<file path="src/rtl/hazard_pkg.sv">
// hazard_pkg: shared types and constants for the RV32I hazard controller.
package hazard_pkg;

   localparam int unsigned REG_AW_DEF = 5;
   localparam int unsigned BUB_CNT_W  = 4;

   typedef enum logic [1:0] {
      FWD_RF = 2'b00,
      FWD_W  = 2'b01,
      FWD_M  = 2'b10
   } fwd_sel_e;

   typedef enum logic [1:0] {
      IDLE      = 2'd0,
      LOAD_WAIT = 2'd1,
      MD_BUSY   = 2'd2
   } hz_state_e;

endpackage

</file>
<file path="src/rtl/hazard_ctrl_if.sv">
// hazard_ctrl_if: datapath <-> hazard controller signal bundle.
// master = datapath side, slave = hazard controller side.
interface hazard_ctrl_if
   import hazard_pkg::*;
#(
   parameter int unsigned REG_AW = REG_AW_DEF,
   parameter int unsigned CNT_W  = 32
);
   logic              RegWriteM;
   logic              RegWriteW;
   logic              PCSrcE;
   logic [1:0]        ResultSrcE;
   logic              MdStartE;
   logic              MdDoneE;
   logic [REG_AW-1:0] Rs1D;
   logic [REG_AW-1:0] Rs2D;
   logic [REG_AW-1:0] Rs1E;
   logic [REG_AW-1:0] Rs2E;
   logic [REG_AW-1:0] RdE;
   logic [REG_AW-1:0] RdM;
   logic [REG_AW-1:0] RdW;
   logic [1:0]        ForwardAE;
   logic [1:0]        ForwardBE;
   logic              StallF;
   logic              StallD;
   logic              StallE;
   logic              FlushD;
   logic              FlushE;
   logic              FlushM;
   logic [CNT_W-1:0]  StallCycles;
   logic [CNT_W-1:0]  FlushCycles;

   modport master (
      output RegWriteM, RegWriteW, PCSrcE, ResultSrcE, MdStartE, MdDoneE,
             Rs1D, Rs2D, Rs1E, Rs2E, RdE, RdM, RdW,
      input  ForwardAE, ForwardBE, StallF, StallD, StallE,
             FlushD, FlushE, FlushM, StallCycles, FlushCycles
   );

   modport slave (
      input  RegWriteM, RegWriteW, PCSrcE, ResultSrcE, MdStartE, MdDoneE,
             Rs1D, Rs2D, Rs1E, Rs2E, RdE, RdM, RdW,
      output ForwardAE, ForwardBE, StallF, StallD, StallE,
             FlushD, FlushE, FlushM, StallCycles, FlushCycles
   );

endinterface

</file>
<file path="src/rtl/hazard_fwd_sel.sv">
// hazard_fwd_sel: per-operand forwarding source select, M stage wins over W.
module hazard_fwd_sel
   import hazard_pkg::*;
#(
   parameter int unsigned REG_AW = REG_AW_DEF
) (
   input  logic [REG_AW-1:0] Rs,
   input  logic [REG_AW-1:0] RdM,
   input  logic [REG_AW-1:0] RdW,
   input  logic              RegWriteM,
   input  logic              RegWriteW,
   output fwd_sel_e          fwd
);

   // x0 is never forwarded; the nearest producer takes precedence.
   always_comb begin
      fwd = FWD_RF;
      if (RegWriteM && (Rs != '0) && (Rs == RdM)) begin
         fwd = FWD_M;
      end else if (RegWriteW && (Rs != '0) && (Rs == RdW)) begin
         fwd = FWD_W;
      end
   end

endmodule

</file>
<file path="src/rtl/hazard_ctrl.sv">
// hazard_ctrl: stall/flush/forward control for the 5-stage RV32I pipeline.
// Optional build macro HAZARD_PERF_EN enables the stall/flush cycle counters;
// without it both counter ports read zero.
module hazard_ctrl
   import hazard_pkg::*;
#(
   parameter int unsigned REG_AW   = REG_AW_DEF,
   parameter int unsigned LOAD_LAT = 1,
   parameter int unsigned CNT_W    = 32
) (
   input logic         clk,
   input logic         rst,
   hazard_ctrl_if.slave hz
);

   hz_state_e              state_q, state_d;
   logic [BUB_CNT_W-1:0]   cnt_q, cnt_d;
   logic                   lu;
   logic                   stall_f, stall_d, stall_e;
   logic                   flush_d, flush_e, flush_m;
   fwd_sel_e               fwd_a, fwd_b;

   hazard_fwd_sel #(.REG_AW(REG_AW)) u_fwd_a (
      .Rs        (hz.Rs1E),
      .RdM       (hz.RdM),
      .RdW       (hz.RdW),
      .RegWriteM (hz.RegWriteM),
      .RegWriteW (hz.RegWriteW),
      .fwd       (fwd_a)
   );

   hazard_fwd_sel #(.REG_AW(REG_AW)) u_fwd_b (
      .Rs        (hz.Rs2E),
      .RdM       (hz.RdM),
      .RdW       (hz.RdW),
      .RegWriteM (hz.RegWriteM),
      .RegWriteW (hz.RegWriteW),
      .fwd       (fwd_b)
   );

   assign hz.ForwardAE = 2'(fwd_a);
   assign hz.ForwardBE = 2'(fwd_b);

   // Load in E whose destination is read by the instruction in D.
   assign lu = hz.ResultSrcE[0] && (hz.RdE != '0) &&
               ((hz.Rs1D == hz.RdE) || (hz.Rs2D == hz.RdE));

   // State register and bubble counter.
   always_ff @(posedge clk) begin
      if (rst) begin
         state_q <= IDLE;
         cnt_q   <= '0;
      end else begin
         state_q <= state_d;
         cnt_q   <= cnt_d;
      end
   end

   // Next state and stall/flush decode; mul/div > branch > load-use.
   always_comb begin
      state_d = state_q;
      cnt_d   = cnt_q;
      stall_f = 1'b0;
      stall_d = 1'b0;
      stall_e = 1'b0;
      flush_d = 1'b0;
      flush_e = 1'b0;
      flush_m = 1'b0;
      if (!rst) begin
         case (state_q)
            IDLE: begin
               if (hz.MdStartE && !hz.MdDoneE) begin
                  state_d = MD_BUSY;
                  stall_f = 1'b1;
                  stall_d = 1'b1;
                  stall_e = 1'b1;
                  flush_m = 1'b1;
               end else if (hz.PCSrcE) begin
                  flush_d = 1'b1;
                  flush_e = 1'b1;
               end else if (lu) begin
                  stall_f = 1'b1;
                  stall_d = 1'b1;
                  flush_e = 1'b1;
                  if (LOAD_LAT > 1) begin
                     state_d = LOAD_WAIT;
                     cnt_d   = BUB_CNT_W'(LOAD_LAT - 1);
                  end
               end
            end
            LOAD_WAIT: begin
               stall_f = 1'b1;
               stall_d = 1'b1;
               flush_e = 1'b1;
               cnt_d   = cnt_q - BUB_CNT_W'(1);
               if (cnt_q == BUB_CNT_W'(1)) begin
                  state_d = IDLE;
               end
            end
            MD_BUSY: begin
               if (hz.MdDoneE) begin
                  state_d = IDLE;
               end else begin
                  stall_f = 1'b1;
                  stall_d = 1'b1;
                  stall_e = 1'b1;
                  flush_m = 1'b1;
               end
            end
            default: begin
               state_d = IDLE;
               cnt_d   = '0;
            end
         endcase
      end
   end

   assign hz.StallF = stall_f;
   assign hz.StallD = stall_d;
   assign hz.StallE = stall_e;
   assign hz.FlushD = flush_d;
   assign hz.FlushE = flush_e;
   assign hz.FlushM = flush_m;

`ifdef HAZARD_PERF_EN
   logic [CNT_W-1:0] stall_cnt_q, flush_cnt_q;

   // Saturating counts of fetch-stall and decode-flush cycles.
   always_ff @(posedge clk) begin
      if (rst) begin
         stall_cnt_q <= '0;
         flush_cnt_q <= '0;
      end else begin
         if (stall_f && (stall_cnt_q != '1)) begin
            stall_cnt_q <= stall_cnt_q + CNT_W'(1);
         end
         if (flush_d && (flush_cnt_q != '1)) begin
            flush_cnt_q <= flush_cnt_q + CNT_W'(1);
         end
      end
   end

   assign hz.StallCycles = stall_cnt_q;
   assign hz.FlushCycles = flush_cnt_q;
`else
   assign hz.StallCycles = {CNT_W{1'b0}};
   assign hz.FlushCycles = {CNT_W{1'b0}};
`endif

endmodule

</file>
<file path="src/flat_wrapper.sv">
// flat-port wrapper written by rule: the top's interface ports become plain ports
module hazard_ctrl_flat import hazard_pkg::*;
#(
   parameter int unsigned REG_AW   = REG_AW_DEF,
   parameter int unsigned LOAD_LAT = 1,
   parameter int unsigned CNT_W    = 32
)
  (clk, rst, hz_RegWriteM, hz_RegWriteW, hz_PCSrcE, hz_ResultSrcE, hz_MdStartE, hz_MdDoneE, hz_Rs1D, hz_Rs2D, hz_Rs1E, hz_Rs2E, hz_RdE, hz_RdM, hz_RdW, hz_ForwardAE, hz_ForwardBE, hz_StallF, hz_StallD, hz_StallE, hz_FlushD, hz_FlushE, hz_FlushM, hz_StallCycles, hz_FlushCycles);
  hazard_ctrl_if #(.REG_AW(REG_AW), .CNT_W(CNT_W)) hz_i ();
  input logic clk;
  input logic rst;
  input wire logic [$bits(hz_i.RegWriteM)-1:0] hz_RegWriteM;
  input wire logic [$bits(hz_i.RegWriteW)-1:0] hz_RegWriteW;
  input wire logic [$bits(hz_i.PCSrcE)-1:0] hz_PCSrcE;
  input wire logic [$bits(hz_i.ResultSrcE)-1:0] hz_ResultSrcE;
  input wire logic [$bits(hz_i.MdStartE)-1:0] hz_MdStartE;
  input wire logic [$bits(hz_i.MdDoneE)-1:0] hz_MdDoneE;
  input wire logic [$bits(hz_i.Rs1D)-1:0] hz_Rs1D;
  input wire logic [$bits(hz_i.Rs2D)-1:0] hz_Rs2D;
  input wire logic [$bits(hz_i.Rs1E)-1:0] hz_Rs1E;
  input wire logic [$bits(hz_i.Rs2E)-1:0] hz_Rs2E;
  input wire logic [$bits(hz_i.RdE)-1:0] hz_RdE;
  input wire logic [$bits(hz_i.RdM)-1:0] hz_RdM;
  input wire logic [$bits(hz_i.RdW)-1:0] hz_RdW;
  output wire logic [$bits(hz_i.ForwardAE)-1:0] hz_ForwardAE;
  output wire logic [$bits(hz_i.ForwardBE)-1:0] hz_ForwardBE;
  output wire logic [$bits(hz_i.StallF)-1:0] hz_StallF;
  output wire logic [$bits(hz_i.StallD)-1:0] hz_StallD;
  output wire logic [$bits(hz_i.StallE)-1:0] hz_StallE;
  output wire logic [$bits(hz_i.FlushD)-1:0] hz_FlushD;
  output wire logic [$bits(hz_i.FlushE)-1:0] hz_FlushE;
  output wire logic [$bits(hz_i.FlushM)-1:0] hz_FlushM;
  output wire logic [$bits(hz_i.StallCycles)-1:0] hz_StallCycles;
  output wire logic [$bits(hz_i.FlushCycles)-1:0] hz_FlushCycles;
  assign hz_i.RegWriteM = hz_RegWriteM;
  assign hz_i.RegWriteW = hz_RegWriteW;
  assign hz_i.PCSrcE = hz_PCSrcE;
  assign hz_i.ResultSrcE = hz_ResultSrcE;
  assign hz_i.MdStartE = hz_MdStartE;
  assign hz_i.MdDoneE = hz_MdDoneE;
  assign hz_i.Rs1D = hz_Rs1D;
  assign hz_i.Rs2D = hz_Rs2D;
  assign hz_i.Rs1E = hz_Rs1E;
  assign hz_i.Rs2E = hz_Rs2E;
  assign hz_i.RdE = hz_RdE;
  assign hz_i.RdM = hz_RdM;
  assign hz_i.RdW = hz_RdW;
  assign hz_ForwardAE = hz_i.ForwardAE;
  assign hz_ForwardBE = hz_i.ForwardBE;
  assign hz_StallF = hz_i.StallF;
  assign hz_StallD = hz_i.StallD;
  assign hz_StallE = hz_i.StallE;
  assign hz_FlushD = hz_i.FlushD;
  assign hz_FlushE = hz_i.FlushE;
  assign hz_FlushM = hz_i.FlushM;
  assign hz_StallCycles = hz_i.StallCycles;
  assign hz_FlushCycles = hz_i.FlushCycles;
  hazard_ctrl #(.REG_AW(REG_AW), .LOAD_LAT(LOAD_LAT), .CNT_W(CNT_W)) u_core (.clk(clk), .rst(rst), .hz(hz_i));
endmodule
</file>
<file path="config.mk">
export PLATFORM = sky130hd
export DESIGN_NAME = hazard_ctrl_flat
export DESIGN_NICKNAME = d
export VERILOG_FILES = /design/src/rtl/hazard_pkg.sv /design/src/rtl/hazard_ctrl_if.sv /design/src/rtl/hazard_fwd_sel.sv /design/src/rtl/hazard_ctrl.sv /design/src/flat_wrapper.sv
export SDC_FILE = /design/constraint.sdc
export NUM_CORES = 1
export LEC_CHECK = 0
export CAP_MARGIN = 20
export CORE_MARGIN = 5
export CORE_UTILIZATION = 29
export CTS_CLUSTER_SIZE = 8
export DETAILED_ROUTE_END_ITERATION = 7
export PLACE_DENSITY = 0.87
export SETUP_SLACK_MARGIN = 0.1
export SYNTH_ARGS = -nofsm -noshare
export SYNTH_HDL_FRONTEND = slang
export SYNTH_HIERARCHICAL = 1
export SYNTH_SLANG_ARGS = --single-unit
</file>
<file path="constraint.sdc">
create_clock -name clk -period 2.5 [get_ports clk]
set_input_delay 0.5 -clock clk [delete_from_list [all_inputs] [get_ports clk]]
set_output_delay 0.5 -clock clk [all_outputs]
set_load 0.005 [all_outputs]
</file>
==> flow_summary_export.csv, run 1 <==
group,metric,value,unit
outcome,outcome,"finished clean",
grt,grt_max_degree,5,
cells_and_area,syn_to_final_growth,41.7,%
critical_path,crit_chain,"dlygate4sd2_1 > or4_4 > nor2_4 > and3b_1 > dlygate4sd2_1",
detailed_routing,wire_per_inst,11.1,um
power_and_ir_drop,power_switching,0.0934,mW
critical_path,worst-path-stages,5,
cells_and_area,layout.cells.non_filler,234,
floorplanning,coreArea,3310,um2
clock_tree,cts.clk_slew.worst_paths,0,ns
sta,period_share,94.1,%
synthesis,syn_area_per_cell,7.55,um2
detailed_routing,ant_nets,0,
critical_path,crit_top_cell,"dlygate4sd2_1",
sta,hold_viol,0,
synthesis,ys_seq_area_share,2.02,%
synthesis,synth.ff_latch_count,1,
placed_design,pre_cts_slack,-0.299,ns
cells_and_area,regArea,20.0,um2
critical_path,path_class,"input pin to output pin",
critical_path,crit_path_end_kind,"output pin",
critical_path,cp-start-kind,"input pin",
cells_and_area,fill_cells,343,
sta,fmax,425,MHz
placed_design,globalplace.congestion,0.770,
detailed_routing,vias,843,
power_and_ir_drop,power.internal,0.114,mW
detailed_routing,drc,0,
critical_path,worstReg2RegEnd,"u_core/state_q[1]$_SDFFE_PP0P_",
cells_and_area,n_antenna_cell,0,
placed_design,post-dp-hpwl,2300,um
sta,finClkSkew,0,ns
power_and_ir_drop,p_leak,0.711,nW
critical_path,slowest_delay,0.54,ns
critical_path,path_buf_inv,2,
run,drv_cap,0,
power_and_ir_drop,p_clk_share,0,%
critical_path,crit_arrival,1.85,ns
floorplanning,die_w,68.4,um
worst_hold_path,hold_path_end,"u_core/state_q[1]$_SDFFE_PP0P_",
cells_and_area,top_regs,"u_core/state_q x1",
clock_tree,clk_latency,0,ns
sta,fin_ws,0.149,ns
synthesis,synth_warnings,6,
floorplanning,io_pins,118,
cells_and_area,post-route-util,42.4,%
critical_path,crit_slowest_cell,"or4_4",
synthesis,netlist-cell-type-count,20,
power_and_ir_drop,seqPwrFrac,8.6,%
grt,antenna_found_initial,0,
grt,first_global_vias,796,
critical_path,path_max_fanout,3,
power_and_ir_drop,sw_frac_of_total,45.0,%
floorplanning,die_y,68.4,um
synthesis,syn_inst,131,
cells_and_area,multi_input_area,774,um2
cells_and_area,fin_nets,234,
worst_hold_path,hold_depth,2,
grt,grt_overflow,0,
detailed_routing,dr.pass1.iters,4,
worst_hold_path,hold_class,"flip-flop to flip-flop",
critical_path,cpLargestDelayFamily,"simple AND/OR/NAND/NOR gates",
critical_path,r2r_cells,2,
critical_path,rr_startpoint,"u_core/state_q[1]$_SDFFE_PP0P_",
placed_design,place_inst,230,
power_and_ir_drop,comb_power_share,91.4,%
critical_path,rrSetupSlack,1.80,ns
grt,grt_pass1_wl,3350,um
detailed_routing,wl,2610,um
cells_and_area,drive_gt1_share,13.8,%
detailed_routing,drtIter0Drc,19,
cells_and_area,largest_reg_flops,1,
worst_hold_path,holdCritStartpoint,"u_core/state_q[1]$_SDFFE_PP0P_",
power_and_ir_drop,ir_drop,0.0571,mV
sta,rsz0062_at_grt,"false",
critical_path,worstPathRequired,2.00,ns
grt,grtUsageTotal,9.08,%
power_and_ir_drop,power_density,148,nW/um2
detailed_routing,drt-vias-per-instance,3.60,
placed_design,io_buffers,52,
sta,setup_violations,0,
synthesis,netlist_area,990,um2
cells_and_area,top_register,"u_core/state_q",
sta,period_needed,2.35,ns
floorplanning,dieArea,4680,um2
floorplanning,rows,21,
sta,slew_violations,0,
sta,holdWs,0.635,ns
floorplanning,initial_core_util,29.9,%
==> logic make-up (layout without fill, tap and decap cells) <==
kind of cell           count (synthesis)  count (layout)  share of synthesized area [%]
buffers and inverters                 67              61                           50.4
other                                  1              64                          0.379
AND/OR/NAND/NOR                       23              23                           13.5
XOR/XNOR                              30              30                           26.5
AO/OA/AOI/OAI                          9               9                           7.08
flip-flops                             1               1                           2.02
==> cells in the final DEF (no fill, tap or decap), drive strengths merged, types with 4 or more instances in the layout <==
master and n:
buf 10, clkdlybuf4s50 22, conb 64, dlygate4sd2 17, dlymetal6s2s 5, nor2 5
nor3 4, xnor2 12, xor2 18
==> through the flow <==
step	instance area, um2	total power [mW]	setup TNS, ns
after detailed placement	1340	0.201	-1.91
after floorplan	1230	0.166	0
final	1400	0.208	0
after CTS	1370	0.198	0
after global placement	1340	0.198	-1.86
after global routing	1400	0.227	0
==> cell usage after synthesis <==
| cell type | number | area share [%] |
|---|---|---|
| o21bai_1 | 2 | 1.5 |
| a211oi_1 | 2 | 1.5 |
| a22oi_1 | 1 | 0.76 |
| inv_1 | 1 | 0.38 |
| conb_1 | 1 | 0.38 |
| nand4_1 | 2 | 1.3 |
| xnor2_1 | 12 | 11 |
| or4_4 | 1 | 1.1 |
| nor4_1 | 2 | 1.3 |
| nor3_1 | 4 | 2.0 |
| dfxtp_1 | 1 | 2.0 |
| a2111oi_0 | 2 | 1.8 |
| nor2_1 | 5 | 1.9 |
| or4_1 | 2 | 1.5 |
| xor2_1 | 18 | 16 |
| o211ai_1 | 2 | 1.5 |
| and3b_1 | 2 | 1.8 |
| and2_1 | 3 | 1.9 |
| buf_4 | 66 | 50 |
| nand2_1 | 2 | 0.76 |
==> metal layers <==
layer | track usage (%) | up-vias | routed length (um)
li1 | - | 417 | -
met1 | 9.12 | 374 | 752
met2 | 20.0 | 52 | 1560
met3 | 1.15 | 0 | 295
met4 | 0 | 0 | 0
met5 | 0 | - | 0
==> power groups by stage <==
stage	logic, mW	clock network, mW	registers [mW]
floorplan	0.149	0	0.0175
global placement	0.180	0	0.0176
detailed placement	0.183	0	0.0176
CTS	0.181	0	0.0177
global route	0.209	0	0.0179
finish	0.190	0	0.0178
==> worst max path at each step <==
| stage | from | endpoint |
|---|---|---|
| floorplan | hz_RdE[1] | hz_StallF |
| global placement | hz_Rs1E[0] | hz_ForwardAE[0] |
| detailed placement | hz_Rs2E[1] | hz_ForwardBE[1] |
| CTS | hz_RdM[2] | hz_ForwardBE[0] |
| global route | hz_RdE[4] | hz_FlushE |
| finish | hz_Rs1E[4] | hz_ForwardAE[1] |
==> cell type report <==
type | instances | area share [%]
Inverter | 1 | 0.268
Multi-Input combinational cell | 126 | 55.2
Sequential cell | 1 | 1.43
Tap cell | 46 | 4.10
Timing Repair Buffer | 60 | 39.0
==> timing repair <==
item,in CTS,in global routing
endpoints found under the setup margin,10,9
gates resized for setup,42,19
hold buffers,0,0
pin swaps,12,10
buffers inserted,1,3
==> tightest hold or removal path, delay by kind of cell (launching register included) <==
family / cells / cell delay, ns
flip-flops: 1 / 0.31
AND/OR/NAND/NOR: 2 / 0.25
Power figures use the tool's default switching activity.
==> inputs of run 2 (changes only) <==
RECOVER_POWER = 25   (was default)
==> flow_summary_export.csv, run 2 (synthesized netlist as in run 1, its figures left out) <==
group,metric,value,unit
outcome,outcome,"finished clean",
placed_design,place_area,1340,um2
critical_path,path_max_fanout,3,
placed_design,io_buffers,52,
floorplanning,dieArea,4680,um2
floorplanning,rows,21,
floorplanning,initial_core_util,29.9,%
placed_design,place_inst,230,
sta,holdWs,0.633,ns
detailed_routing,vias,843,
cells_and_area,final_cell_mix,"conb_1, clkdlybuf4s50_1, xor2_1",
grt,grt_pass1_wl,3350,um
sta,period_share,94.1,%
grt,antenna_found_initial,0,
cells_and_area,syn_to_final_growth,41.0,%
placed_design,pre_cts_slack,-0.299,ns
critical_path,crit_arrival,1.85,ns
power_and_ir_drop,power_density,148,nW/um2
detailed_routing,drc,0,
placed_design,post-dp-hpwl,2300,um
worst_hold_path,hold_depth,2,
clock_tree,cts.clk_slew.worst_paths,0,ns
sta,fmax,425,MHz
floorplanning,die_y,68.4,um
cells_and_area,multi_input_area,769,um2
sta,setup_violations,0,
worst_hold_path,hold_class,"flip-flop to flip-flop",
power_and_ir_drop,p_total,0.206,mW
cells_and_area,n_antenna_cell,0,
sta,hold_viol,0,
grt,grtUsageTotal,9.08,%
run,drv_cap,0,
floorplanning,io_pins,118,
power_and_ir_drop,ir_drop,0.0571,mV
grt,grt_overflow,0,
cells_and_area,largest_reg_flops,1,
grt,first_global_vias,796,
cells_and_area,post-route-util,42.1,%
sta,fin_ws,0.149,ns
cells_and_area,final_common_cell,"conb_1",
floorplanning,coreArea,3310,um2
critical_path,crit_path_end_kind,"output pin",
clock_tree,cts_hold_buf,0,
detailed_routing,wire_per_inst,11.1,um
cells_and_area,top_regs,"u_core/state_q x1",
cells_and_area,regArea,20.0,um2
critical_path,worstPathRequired,2.00,ns
power_and_ir_drop,p_leak,0.701,nW
cells_and_area,drive_gt1_share,13.3,%
sta,period_needed,2.35,ns
cells_and_area,layout.cells.non_filler,234,
detailed_routing,drtIter0Drc,13,
detailed_routing,drt-vias-per-instance,3.60,
detailed_routing,ant_nets,0,
cells_and_area,final_area,1400,um2
clock_tree,clk_latency,0,ns
sta,finClkSkew,0,ns
detailed_routing,wl,2600,um
grt,grt_max_degree,5,
placed_design,globalplace.congestion,0.770,
cells_and_area,top_register,"u_core/state_q",
sta,final.setup.tns,0,ns
cells_and_area,fill_cells,345,
cells_and_area,fin_nets,234,
critical_path,cp-start-kind,"input pin",
sta,slew_violations,0,
detailed_routing,dr.pass1.iters,4,
critical_path,r2r_cells,2,
floorplanning,die_w,68.4,um
sta,rsz0062_at_grt,"false",
critical_path,path_class,"input pin to output pin",
[run 2: area by class of cell]
cell class              count  share of cell area (%)
flip-flops and latches      1                    1.43
repair buffers             60                    39.0
inverters                   1                   0.269
well taps                  46                    4.13
multi-input cells         126                    55.2
[run 2: metal layers]
metal / vias up / wire length [um] / GRT usage, %
met4: 0 / 0 / 0
met2: 52 / 1560 / 20.0
met3: 0 / 295 / 1.15
met5: - / 0 / 0
met1: 373 / 749 / 9.12
li1: 418 / - / -
[run 2: critical path: stages]
cell and delay (ns):
dlygate4sd2_1 0.28, or4_4 0.54, nor2_4 0.10, and3b_1 0.18, dlygate4sd2_1 0.26
[run 2: where the power goes]
part | switching, mW | internal [mW]
Clock | 0 | 0
Combinational | 0.0922 | 0.0966
Sequential | 0.000634 | 0.0171
Total | 0.0928 | 0.114
[run 2: final timing paths]
path | startpoint | end | slack (ns)
max | hz_Rs1E[4] | hz_ForwardAE[1] | 0.15
min | u_core/state_q[1]$_SDFFE_PP0P_ | u_core/state_q[1]$_SDFFE_PP0P_ | 0.63
max reg2reg | u_core/state_q[1]$_SDFFE_PP0P_ | u_core/state_q[1]$_SDFFE_PP0P_ | 1.81
min reg2reg | u_core/state_q[1]$_SDFFE_PP0P_ | u_core/state_q[1]$_SDFFE_PP0P_ | 0.63
[run 2: repair_timing]
item | 4_1_cts | 5_1_grt
setup endpoints to repair | 10 | 9
resized for setup | 42 | 19
buffers inserted | 1 | 3
hold endpoints to repair | 0 | 0
pin swaps | 12 | 10
